$ cat src/rtl/simplez_pkg.sv
// Shared constants and types for the Simplez peripheral slice.
// Bus widths, peripheral addresses and the UART transmit FSM encoding.
package simplez_pkg;

  localparam int DATAW      = 12;
  localparam int ADDRW      = 9;
  localparam int BAUDW      = 10;
  localparam int FIFO_DEPTH = 4;

  localparam logic [ADDRW-1:0] ADDR_UART_DATA = 9'o101;
  localparam logic [ADDRW-1:0] ADDR_UART_STAT = 9'o102;

  typedef enum logic [1:0] {
    TX_IDLE  = 2'd0,
    TX_START = 2'd1,
    TX_DATA  = 2'd2,
    TX_STOP  = 2'd3
  } tx_state_e;

  function automatic logic [DATAW-1:0] pack_status(input logic ovf, input logic busy,
                                                   input logic ready);
    return {{(DATAW-3){1'b0}}, ovf, busy, ready};
  endfunction

endpackage

$ cat src/rtl/simplez_fifo.sv
// Four-entry byte FIFO clocked on the falling edge like the Simplez CPU.
// A push into a full FIFO is accepted only when a pop frees a slot on the same edge.
module simplez_fifo
  import simplez_pkg::*;
(
  input  logic       clk,
  input  logic       rstn,
  input  logic       push_i,
  input  logic       pop_i,
  input  logic [7:0] wdata_i,
  output logic [7:0] rdata_o,
  output logic       full_o,
  output logic       empty_o,
  output logic [2:0] count_o
);

  logic [7:0] mem_q [FIFO_DEPTH];
  logic [1:0] wptr_q, wptr_d;
  logic [1:0] rptr_q, rptr_d;
  logic [2:0] count_q, count_d;
  logic       push_ok;
  logic       pop_ok;

  assign full_o  = (count_q == 3'd4);
  assign empty_o = (count_q == 3'd0);
  assign count_o = count_q;
  assign rdata_o = mem_q[rptr_q];

  assign pop_ok  = pop_i && !empty_o;
  assign push_ok = push_i && (!full_o || pop_ok);

  always_comb begin
    wptr_d  = wptr_q + 2'(push_ok);
    rptr_d  = rptr_q + 2'(pop_ok);
    count_d = count_q + 3'(push_ok) - 3'(pop_ok);
  end

  always_ff @(negedge clk) begin
    if (!rstn) begin
      wptr_q  <= 2'd0;
      rptr_q  <= 2'd0;
      count_q <= 3'd0;
    end else begin
      wptr_q  <= wptr_d;
      rptr_q  <= rptr_d;
      count_q <= count_d;
    end
  end

  // Storage carries no reset; only the pointers and count define occupancy.
  always_ff @(negedge clk) begin
    if (rstn && push_ok) begin
      mem_q[wptr_q] <= wdata_i;
    end
  end

endmodule

$ cat src/rtl/simplez_uart_tx.sv
// Simplez bus-mapped 8N1 UART transmitter with a 4-byte FIFO.
// Data register pushes bytes; status register reports {ovf, busy, ready}.
module simplez_uart_tx
  import simplez_pkg::*;
#(
  parameter int               BAUD_DIV  = 104,
  parameter logic [ADDRW-1:0] ADDR_DATA = ADDR_UART_DATA,
  parameter logic [ADDRW-1:0] ADDR_STAT = ADDR_UART_STAT
) (
  input  logic             clk,
  input  logic             rstn,
  input  logic [ADDRW-1:0] addr,
  input  logic             wr,
  input  logic             rd,
  input  logic [DATAW-1:0] data_in,
  output logic [DATAW-1:0] data_out,
  output logic             tx
);

  localparam logic [BAUDW-1:0] BAUD_RELOAD = BAUDW'(BAUD_DIV - 1);

  tx_state_e        state_q, state_d;
  logic [7:0]       shift_q, shift_d;
  logic [BAUDW-1:0] baud_q, baud_d;
  logic [2:0]       bit_q, bit_d;
  logic             tx_q, tx_d;
  logic             ovf_q, ovf_d;

  logic             data_wr;
  logic             stat_rd;
  logic             fifo_pop;
  logic             fifo_full;
  logic             fifo_empty;
  logic [2:0]       fifo_count;
  logic [7:0]       fifo_head;
  logic             period_end;
  logic             drop;
  logic             busy;
  logic             ready;
  logic             unused_data_hi;

  assign data_wr        = wr && (addr == ADDR_DATA);
  assign stat_rd        = rd && (addr == ADDR_STAT);
  assign unused_data_hi = ^data_in[DATAW-1:8];

  simplez_fifo u_fifo (
    .clk     (clk),
    .rstn    (rstn),
    .push_i  (data_wr),
    .pop_i   (fifo_pop),
    .wdata_i (data_in[7:0]),
    .rdata_o (fifo_head),
    .full_o  (fifo_full),
    .empty_o (fifo_empty),
    .count_o (fifo_count)
  );

  // A push is lost only when the FIFO is full and the FSM is not freeing a slot.
  assign drop = data_wr && fifo_full && !fifo_pop;

  always_comb begin
    ovf_d = ovf_q;
    if (drop) begin
      ovf_d = 1'b1;
    end else if (stat_rd) begin
      ovf_d = 1'b0;
    end
  end

  always_ff @(negedge clk) begin
    if (!rstn) begin
      state_q <= TX_IDLE;
      shift_q <= 8'd0;
      baud_q  <= '0;
      bit_q   <= 3'd0;
      tx_q    <= 1'b1;
      ovf_q   <= 1'b0;
    end else begin
      state_q <= state_d;
      shift_q <= shift_d;
      baud_q  <= baud_d;
      bit_q   <= bit_d;
      tx_q    <= tx_d;
      ovf_q   <= ovf_d;
    end
  end

  assign period_end = (baud_q == '0);

  always_comb begin
    state_d  = state_q;
    shift_d  = shift_q;
    baud_d   = baud_q;
    bit_d    = bit_q;
    fifo_pop = 1'b0;
    case (state_q)
      TX_IDLE: begin
        if (!fifo_empty) begin
          fifo_pop = 1'b1;
          shift_d  = fifo_head;
          baud_d   = BAUD_RELOAD;
          state_d  = TX_START;
        end
      end
      TX_START: begin
        if (period_end) begin
          baud_d  = BAUD_RELOAD;
          bit_d   = 3'd0;
          state_d = TX_DATA;
        end else begin
          baud_d = baud_q - BAUDW'(1);
        end
      end
      TX_DATA: begin
        if (period_end) begin
          baud_d  = BAUD_RELOAD;
          shift_d = shift_q >> 1;
          if (bit_q == 3'd7) begin
            state_d = TX_STOP;
          end else begin
            bit_d = bit_q + 3'd1;
          end
        end else begin
          baud_d = baud_q - BAUDW'(1);
        end
      end
      TX_STOP: begin
        // Chain straight into the next start bit so queued bytes leave no idle gap.
        if (period_end) begin
          baud_d = BAUD_RELOAD;
          if (!fifo_empty) begin
            fifo_pop = 1'b1;
            shift_d  = fifo_head;
            state_d  = TX_START;
          end else begin
            state_d = TX_IDLE;
          end
        end else begin
          baud_d = baud_q - BAUDW'(1);
        end
      end
      default: state_d = TX_IDLE;
    endcase
  end

  // Line level is registered from the next state so tx changes exactly on the state edge.
  always_comb begin
    tx_d = 1'b1;
    case (state_d)
      TX_IDLE:  tx_d = 1'b1;
      TX_START: tx_d = 1'b0;
      TX_DATA:  tx_d = shift_d[0];
      TX_STOP:  tx_d = 1'b1;
      default:  tx_d = 1'b1;
    endcase
  end

  always_comb begin
    busy     = (state_q != TX_IDLE) || !fifo_empty;
    ready    = (fifo_count < 3'd4);
    data_out = stat_rd ? pack_status(ovf_q, busy, ready) : '0;
  end

  assign tx = tx_q;

endmodule

$ cat config.mk
export PLATFORM = sky130hd
export DESIGN_NAME = simplez_uart_tx
export DESIGN_NICKNAME = d
export VERILOG_FILES = /design/src/rtl/simplez_pkg.sv /design/src/rtl/simplez_fifo.sv /design/src/rtl/simplez_uart_tx.sv
export SDC_FILE = /design/constraint.sdc
export NUM_CORES = 1
export LEC_CHECK = 0
export BUFFER_PORTS_ARGS = -buffer_cell sky130_fd_sc_hd__buf_4
export CAP_MARGIN = 20
export CORE_UTILIZATION = 30
export CTS_CLUSTER_DIAMETER = 200
export CTS_CLUSTER_SIZE = 20
export DETAILED_ROUTE_END_ITERATION = 10
export GPL_TIMING_DRIVEN = 0
export PLACE_DENSITY = 0.5
export SETUP_SLACK_MARGIN = 0.5
export SYNTH_ARGS = -nofsm -noshare
export SYNTH_HDL_FRONTEND = slang
export SYNTH_SLANG_ARGS = --single-unit
$ cat constraint.sdc
create_clock -name clk -period 6.6 [get_ports clk]
set_input_delay 1.32 -clock clk [delete_from_list [all_inputs] [get_ports clk]]
set_output_delay 1.32 -clock clk [all_outputs]
set_load 0.05 [all_outputs]
==> results.toml, run 1 <==
[place]
gpl.final_weighted_congestion = 0.7664
place.detailed.hpwl_um = 4375
placed_area_um2 = 3521
io_buffers = 23

[synthesis]
async_flop_share = 0
synth_largest_area_cell = "edfxtp_1"
yosys_most_used_dff = "edfxtp_1"
syn_inst = 276
synth-warning-count = 0
avgSynthCellArea_um2 = 11.17
synth-seq-cells = 64
sequential_fraction_of_the_synthesis_area = 0.5195
synth_enable_flop_cells = 32
ys_types = 54
synth_cell_area_um2 = 3083
synth.area.top_cells = "edfxtp_1 31%, dfxtp_1 21%, mux4_2 5.8%"
synthDominantCellAreaShare = 0.3117

[route]
vias = 2506
detailedRoute.firstPassIterationCount = 4
remaining_drcs = 0
totalWireLength_um = 6779
dr.first_iter.drc_count = 69
post_drt_via_cell_ratio = 4.702
routedWlPerCell_um = 12.72
ant_nets = 0

[global_route]
maximum_number_of_pins_on_one_net_before_global_route_repair = 14
wire_length_of_the_first_global_routing_pass_um = 11600
gr-total-overflow = 0
groute.usage.overall = 0.1447
antenna_found_initial = 0
grt_pass1_vias = 2659

[final_layout]
finish.instance_area_um2 = 4143
area_delta_synth_final_pct = 34.37
diodes = 0
fillerInstances = 989
design.final.nets = 432
drive_gt1_frac = 0.2375

[clock_tree]
cts_tree = "yes"
cts.root.buffer_cell = "clkbuf_8"
clock_insertion_delay_worst_skew_ns = 0.40
clkTransAtPathRegs_ns = 0.04
tritoncts.num_buffers = 9
clk_path_buf_depth = 2
tritoncts_num_sinks = 64
ctsHtreeMaxLevel = 3

[die]
initial_utilization = 0.3125
fp-row-count = 36
die-width_um = 103.4
design.die.area_um2 = 10690
die_y_um = 103.4
ioPinCount = 38
core_area_um2 = 9864

[power_and_ir_drop]
cellPowerDensity_nw_per_um2 = 385.0
peakVddDrop_mv = 0.1592
power.leakage_nw = 1.795

[sta]
finalSetupViolCount = 0
timing.clock.skew_ns = 0.01722
finalSetupTns_ns = 0
slew_violations = 0
worst_slew_pin_slew_ns = 0.7948
rsz0062_at_grt = "yes"
timing.final.hold_violations = 0
hold-worst-slack_ns = 0.4580
timing.slew.headroom = 0.4701

[worst_setup_path]
required_time_at_the_endpoint_of_the_critical_path_ns = 5.28
worst_setup_path_start_kind = "flop"
worstPathArrival_ns = 4.81
timing.critical_path.fanout_max = 6
category_of_the_worst_setup_path_capture_point = "output port"
setup.worst_path.class = "flop to output port"

[run_status]
outcome = "finished, final reports clean"

[min_path]
min-delay-path-class = "flop to flop"

[job]
maxCapViolations = 0
kinds of logic (layout without fill, tap and decap cells):
logic type / after synthesis / after routing / share of synthesized area
simple gates: 101 / 101 / 0.1701
flops: 64 / 64 / 0.5195
compound gates: 53 / 53 / 0.1315
buf+inv: 30 / 146 / 0.04748
fa+ha+maj: 12 / 12 / 0.05114
mux: 9 / 9 / 0.06209
xor+xnor: 6 / 6 / 0.01705
other cells: 1 / 9 / 0.001216
worst max-delay path, stage by stage (launching register included):
cell       delay [ns]
dfxtp_2          0.33
inv_2            0.06
ha_4             0.16
buf_8            0.12
clkbuf_16        0.15
a21oi_4          0.13
buf_6            0.17
layer usage:
| metal | GRT usage | part of all wire |
|---|---|---|
| met5 | 0 | 0 |
| met1 | 0.1579 | 0.44 |
| met3 | 0.06519 | 0.044 |
| met4 | 0.1094 | 0.017 |
| met2 | 0.2211 | 0.50 |
report_power, final:
part | switching, mW | internal [mW] | total (mW)
Clock | 0.279 | 0.196 | 0.474
Combinational | 0.339 | 0.255 | 0.594
Sequential | 0.0531 | 0.474 | 0.527
Total | 0.670 | 0.925 | 1.60
registers in the layout, indices dropped and copies added, names as in the netlist:
signal and cells:
bit_q 3, tx 1, u_fifo.wptr_q 2, u_fifo.rptr_q 2
shift_q 8, state_q 2, u_fifo.count_o 3, u_fifo.mem_q 32
baud_q 10, ovf_q 1
cell type report:
cell class	count	area (µm²)	share of cell area
Timing Repair Buffer	37	306.5	0.07400
Clock buffer	9	123.9	0.02990
Buffer	18	135.1	0.03262
Clock inverter	71	304.0	0.07339
Multi-Input combinational cell	190	1456	0.3516
Inverter	11	43.79	0.01057
Sequential cell	64	1607	0.3878
Tap cell	133	166.4	0.04017
cell usage after synthesis, drive strengths merged (2+ instances only):
library cell  instances
clkbuf                7
edfxtp               32
inv                  12
nand4                 8
and2                  5
o21ai                11
xnor2                 4
nor4b                 3
a21oi                 9
nor2                 30
xor2                  2
or3                   3
a31oi                 5
nor3                 14
nor3b                 4
o31ai                 3
nor4                  2
o311a                 2
a22oi                 2
a311oi                2
ha                   11
mux4                  8
dfxtp                32
nand3                 8
a221o                 6
nand2                17
a211oi                2
buf                  11
layout by cell type (no fill, tap or decap), types with 9 or more instances in the layout:
master,instances
clkbuf_8,9
edfxtp_1,32
nor2_1,30
nand2_1,16
nor3_1,11
o21ai_0,11
buf_4,43
dfxtp_1,30
conb_1,9
inv_1,73
ha_1,10
stage by stage:
stage               utilization  total power [mW]  setup WS (ns)  instances
floorplan                     -             1.000         0.3489        284
global placement         0.3569             1.121        -0.1476        440
detailed placement       0.3569             1.125        -0.1431        440
CTS                      0.4134             1.597         0.3918        527
global route             0.4200             1.751         0.4144        533
finish                   0.4200             1.595         0.4702        533
final timing paths:
kind / cells after the start / to / slack (ns) / from
setup reg to reg: 11 / tx / 3.55 / baud_q[0]
hold reg to reg: 1 / shift_q[7] / 0.46 / shift_q[7]
setup / recovery: 6 / data_out[1] / 0.47 / state_q[0]
hold / removal: 1 / shift_q[7] / 0.46 / shift_q[7]
what timing repair did:
action,in CTS,in global routing
setup endpoints to repair,35,35
pin swaps,6,2
buffers inserted,8,6
hold buffers,0,0
resized for setup,15,6
Note: power is estimated with default switching activity, not from simulation.
==> inputs of run 2 (changes only) <==
SYNTH_HIERARCHICAL = 1   (was unset)
clock period = 7.7 ns   (was 6.6 ns; I/O delays follow)
==> results.toml, run 2 <==
[route]
remaining_drcs = 0
vias = 2343
dr.first_iter.drc_count = 82
ant_nets = 0
detailroute.wirelength.met3_um = 284
dr.max_layer_used = "met4"
routedWlPerCell_um = 12.26
totalWireLength_um = 6290
post_drt_via_cell_ratio = 4.567
detailedRoute.firstPassIterationCount = 4
detailroute.wirelength.met2_um = 3017
detail_route.wirelength.met1_um = 2847

[global_route]
antenna_found_initial = 0
maximum_number_of_pins_on_one_net_before_global_route_repair = 18
wire_length_of_the_first_global_routing_pass_um = 10730
grt_pass1_vias = 2471
gr-total-overflow = 0
groute.usage.overall = 0.1255

[final_layout]
largest_reg_flops = 32
diodes = 0
area_delta_synth_final_pct = 29.10
design.final.nets = 412
layout_top_registers = "u_fifo/mem_q: 32 flops, baud_q: 10 flops, shift_q: 8 flops"
final_common_cell = "inv_1"
regMostFlops = "u_fifo/mem_q"
drive_gt1_frac = 0.2237
layout.cells.most_common_list = "74 x inv_1, 38 x buf_4, 32 x dfxtp_1, 32 x edfxtp_1, 24 x nor2_1"

[worst_setup_path]
path_delay_family = "simple AND/OR/NAND/NOR gates"
setup.worst_path.class = "input pin to flop"
timing.reg2reg.setup_slack_ns = 4.34
crit_top_cell = "buf_4"
path_depth = 7
path_cells = "buf_4, nor4b_2, nand2_1, nor3_4, buf_4, nand3b_1, nor3b_2"
timing.critical_path.fanout_max = 8
critPathSlowestCell = "nor3b_2"
category_of_the_worst_setup_path_capture_point = "flop"
worst_setup_path_start_kind = "input pin"
worst_r2r_path_depth = 12
required_time_at_the_endpoint_of_the_critical_path_ns = 3.85
crit_path_max_incr_delay_ns = 0.68
regToRegStartpoint = "baud_q[0]"
worstPathArrival_ns = 3.29
regToRegEndpoint = "u_fifo/count_o[2]"
path_buf_inv = 2
timing.critical_path.to = "u_fifo/mem_q[1][2]"
worstSetupStartpoint = "addr[4]"

[power_and_ir_drop]
cellPowerDensity_nw_per_um2 = 321.1
peakVddDrop_mv = 0.2529
power.leakage_nw = 1.787

[die]
initial_utilization = 0.3133
design.die.area_um2 = 10760
fp-row-count = 36
die_y_um = 103.7
die-width_um = 103.7
core_area_um2 = 9910
ioPinCount = 38

[synthesis]
synth_common_cells = "32 x dfxtp_1, 32 x edfxtp_1, 24 x nor2_1"
synth.area.top_cells = "edfxtp_1 31%, dfxtp_1 21%, mux4_2 5.8%"
synth_cell_area_um2 = 3104
ys_types = 54
syn_inst = 268
avgSynthCellArea_um2 = 11.58
synth-seq-cells = 64
sequential_fraction_of_the_synthesis_area = 0.5159
synthDominantCellAreaShare = 0.3096
yosys_most_used_dff = "edfxtp_1"
async_flop_share = 0
synth-warning-count = 6
synth_enable_flop_cells = 32
synth_largest_area_cell = "edfxtp_1"

[sta]
worst_slew_pin_slew_ns = 0.8327
hold-worst-slack_ns = 0.4511
finalSetupTns_ns = 0
worst_slack_ns = 0.5606
timing.slew.headroom = 0.4375
finalSetupViolCount = 0
slew_violations = 0
rsz0062_at_grt = "yes"
timing.final.hold_violations = 0
timing.clock.skew_ns = 0.02042

[place]
place.detailed.hpwl_um = 4205
gpl.final_weighted_congestion = 0.7458
io_buffers = 24
preCtsSetupSlack_ns = 0.07859

[clock_tree]
cts.root.buffer_cell = "clkbuf_8"
tritoncts.num_buffers = 9
clk_path_buf_depth = 2
tritoncts_num_sinks = 64
clock_insertion_delay_worst_skew_ns = 0.40
cts_tree = "yes"
ctsHtreeMaxLevel = 3
clkTransAtPathRegs_ns = 0.03

[min_path]
min-delay-path-class = "flop to flop"

[run_status]
outcome = "finished, final reports clean"

[job]
maxCapViolations = 0
[run 2: changes by cell type after synthesis, sizes merged, moves of 3 or more]
cell / previous run / this run
xor2: 2 / 5
nor2: 30 / 25
o21ai: 11 / 14
nand4: 8 / 1
and2: 5 / 10
mux2i: 0 / 9
buf: 11 / 14
nand2: 17 / 11
a221o: 6 / 0
a22o: 0 / 6
[run 2: logic make-up after synthesis]
family / after synthesis / synth area share
adder cells (fa/ha/maj): 12 / 0.05079
AO/OA/AOI/OAI: 44 / 0.1004
AND/OR/NAND/NOR: 87 / 0.1568
multiplexers: 19 / 0.09432
buffers and inverters: 32 / 0.05522
other: 1 / 0.001208
flip-flops: 64 / 0.5159
XOR/XNOR: 9 / 0.02539
[run 2: worst min path at each step]
stage,startpoint,end,slack (ns),depth (start not counted)
finish,ovf_q,ovf_q,0.45,2
floorplan,ovf_q,ovf_q,0.43,2
global placement,ovf_q,ovf_q,0.44,2
global route,ovf_q,ovf_q,0.48,2
CTS,ovf_q,ovf_q,0.45,2
detailed placement,ovf_q,ovf_q,0.45,2
[run 2: what timing repair did]
action,4_1_cts,5_1_grt
resized for setup,3,3
setup endpoints to repair,5,3
buffers inserted,0,1
pin swaps,0,1
hold buffers,0,0
[run 2: through the flow]
stage          std cells  power [mW]    util  area (µm²)
2_1_floorplan        276      0.7849       -        3167
3_3_place_gp         433      0.8913  0.3545        3513
3_5_place_dp         434      0.8856  0.3553        3521
4_1_cts              512       1.317  0.4025        3989
5_1_grt              513       1.397  0.4044        4008
6_report             513       1.287  0.4044        4008
[run 2: final cells by class]
cell class	instances	area (µm²)
fill	1005	5902
sequential	64	1602
multi-input combinational	180	1410
clock inverter	71	342.8
timing repair buffer	26	195.2
tap	133	166.4
buffer	19	126.4
clock buffer	9	123.9
inverter	11	41.29
[run 2: metal layers]
metal  GRT usage  up-vias
met1      0.1386     1098
met2      0.1918       57
met4     0.09796        0
met5           0        -
li1            -     1174
met3     0.05160       14
[run 2: report_power, final]
part,internal [mW],switching [mW]
combinational,0.159,0.248
clock,0.230,0.227
sequential,0.387,0.0354
[run 2: tightest hold or removal path: stages (launching register included)]
cell     delay, ns
dfxtp_1       0.30
nand2_1       0.05
a21oi_1       0.05
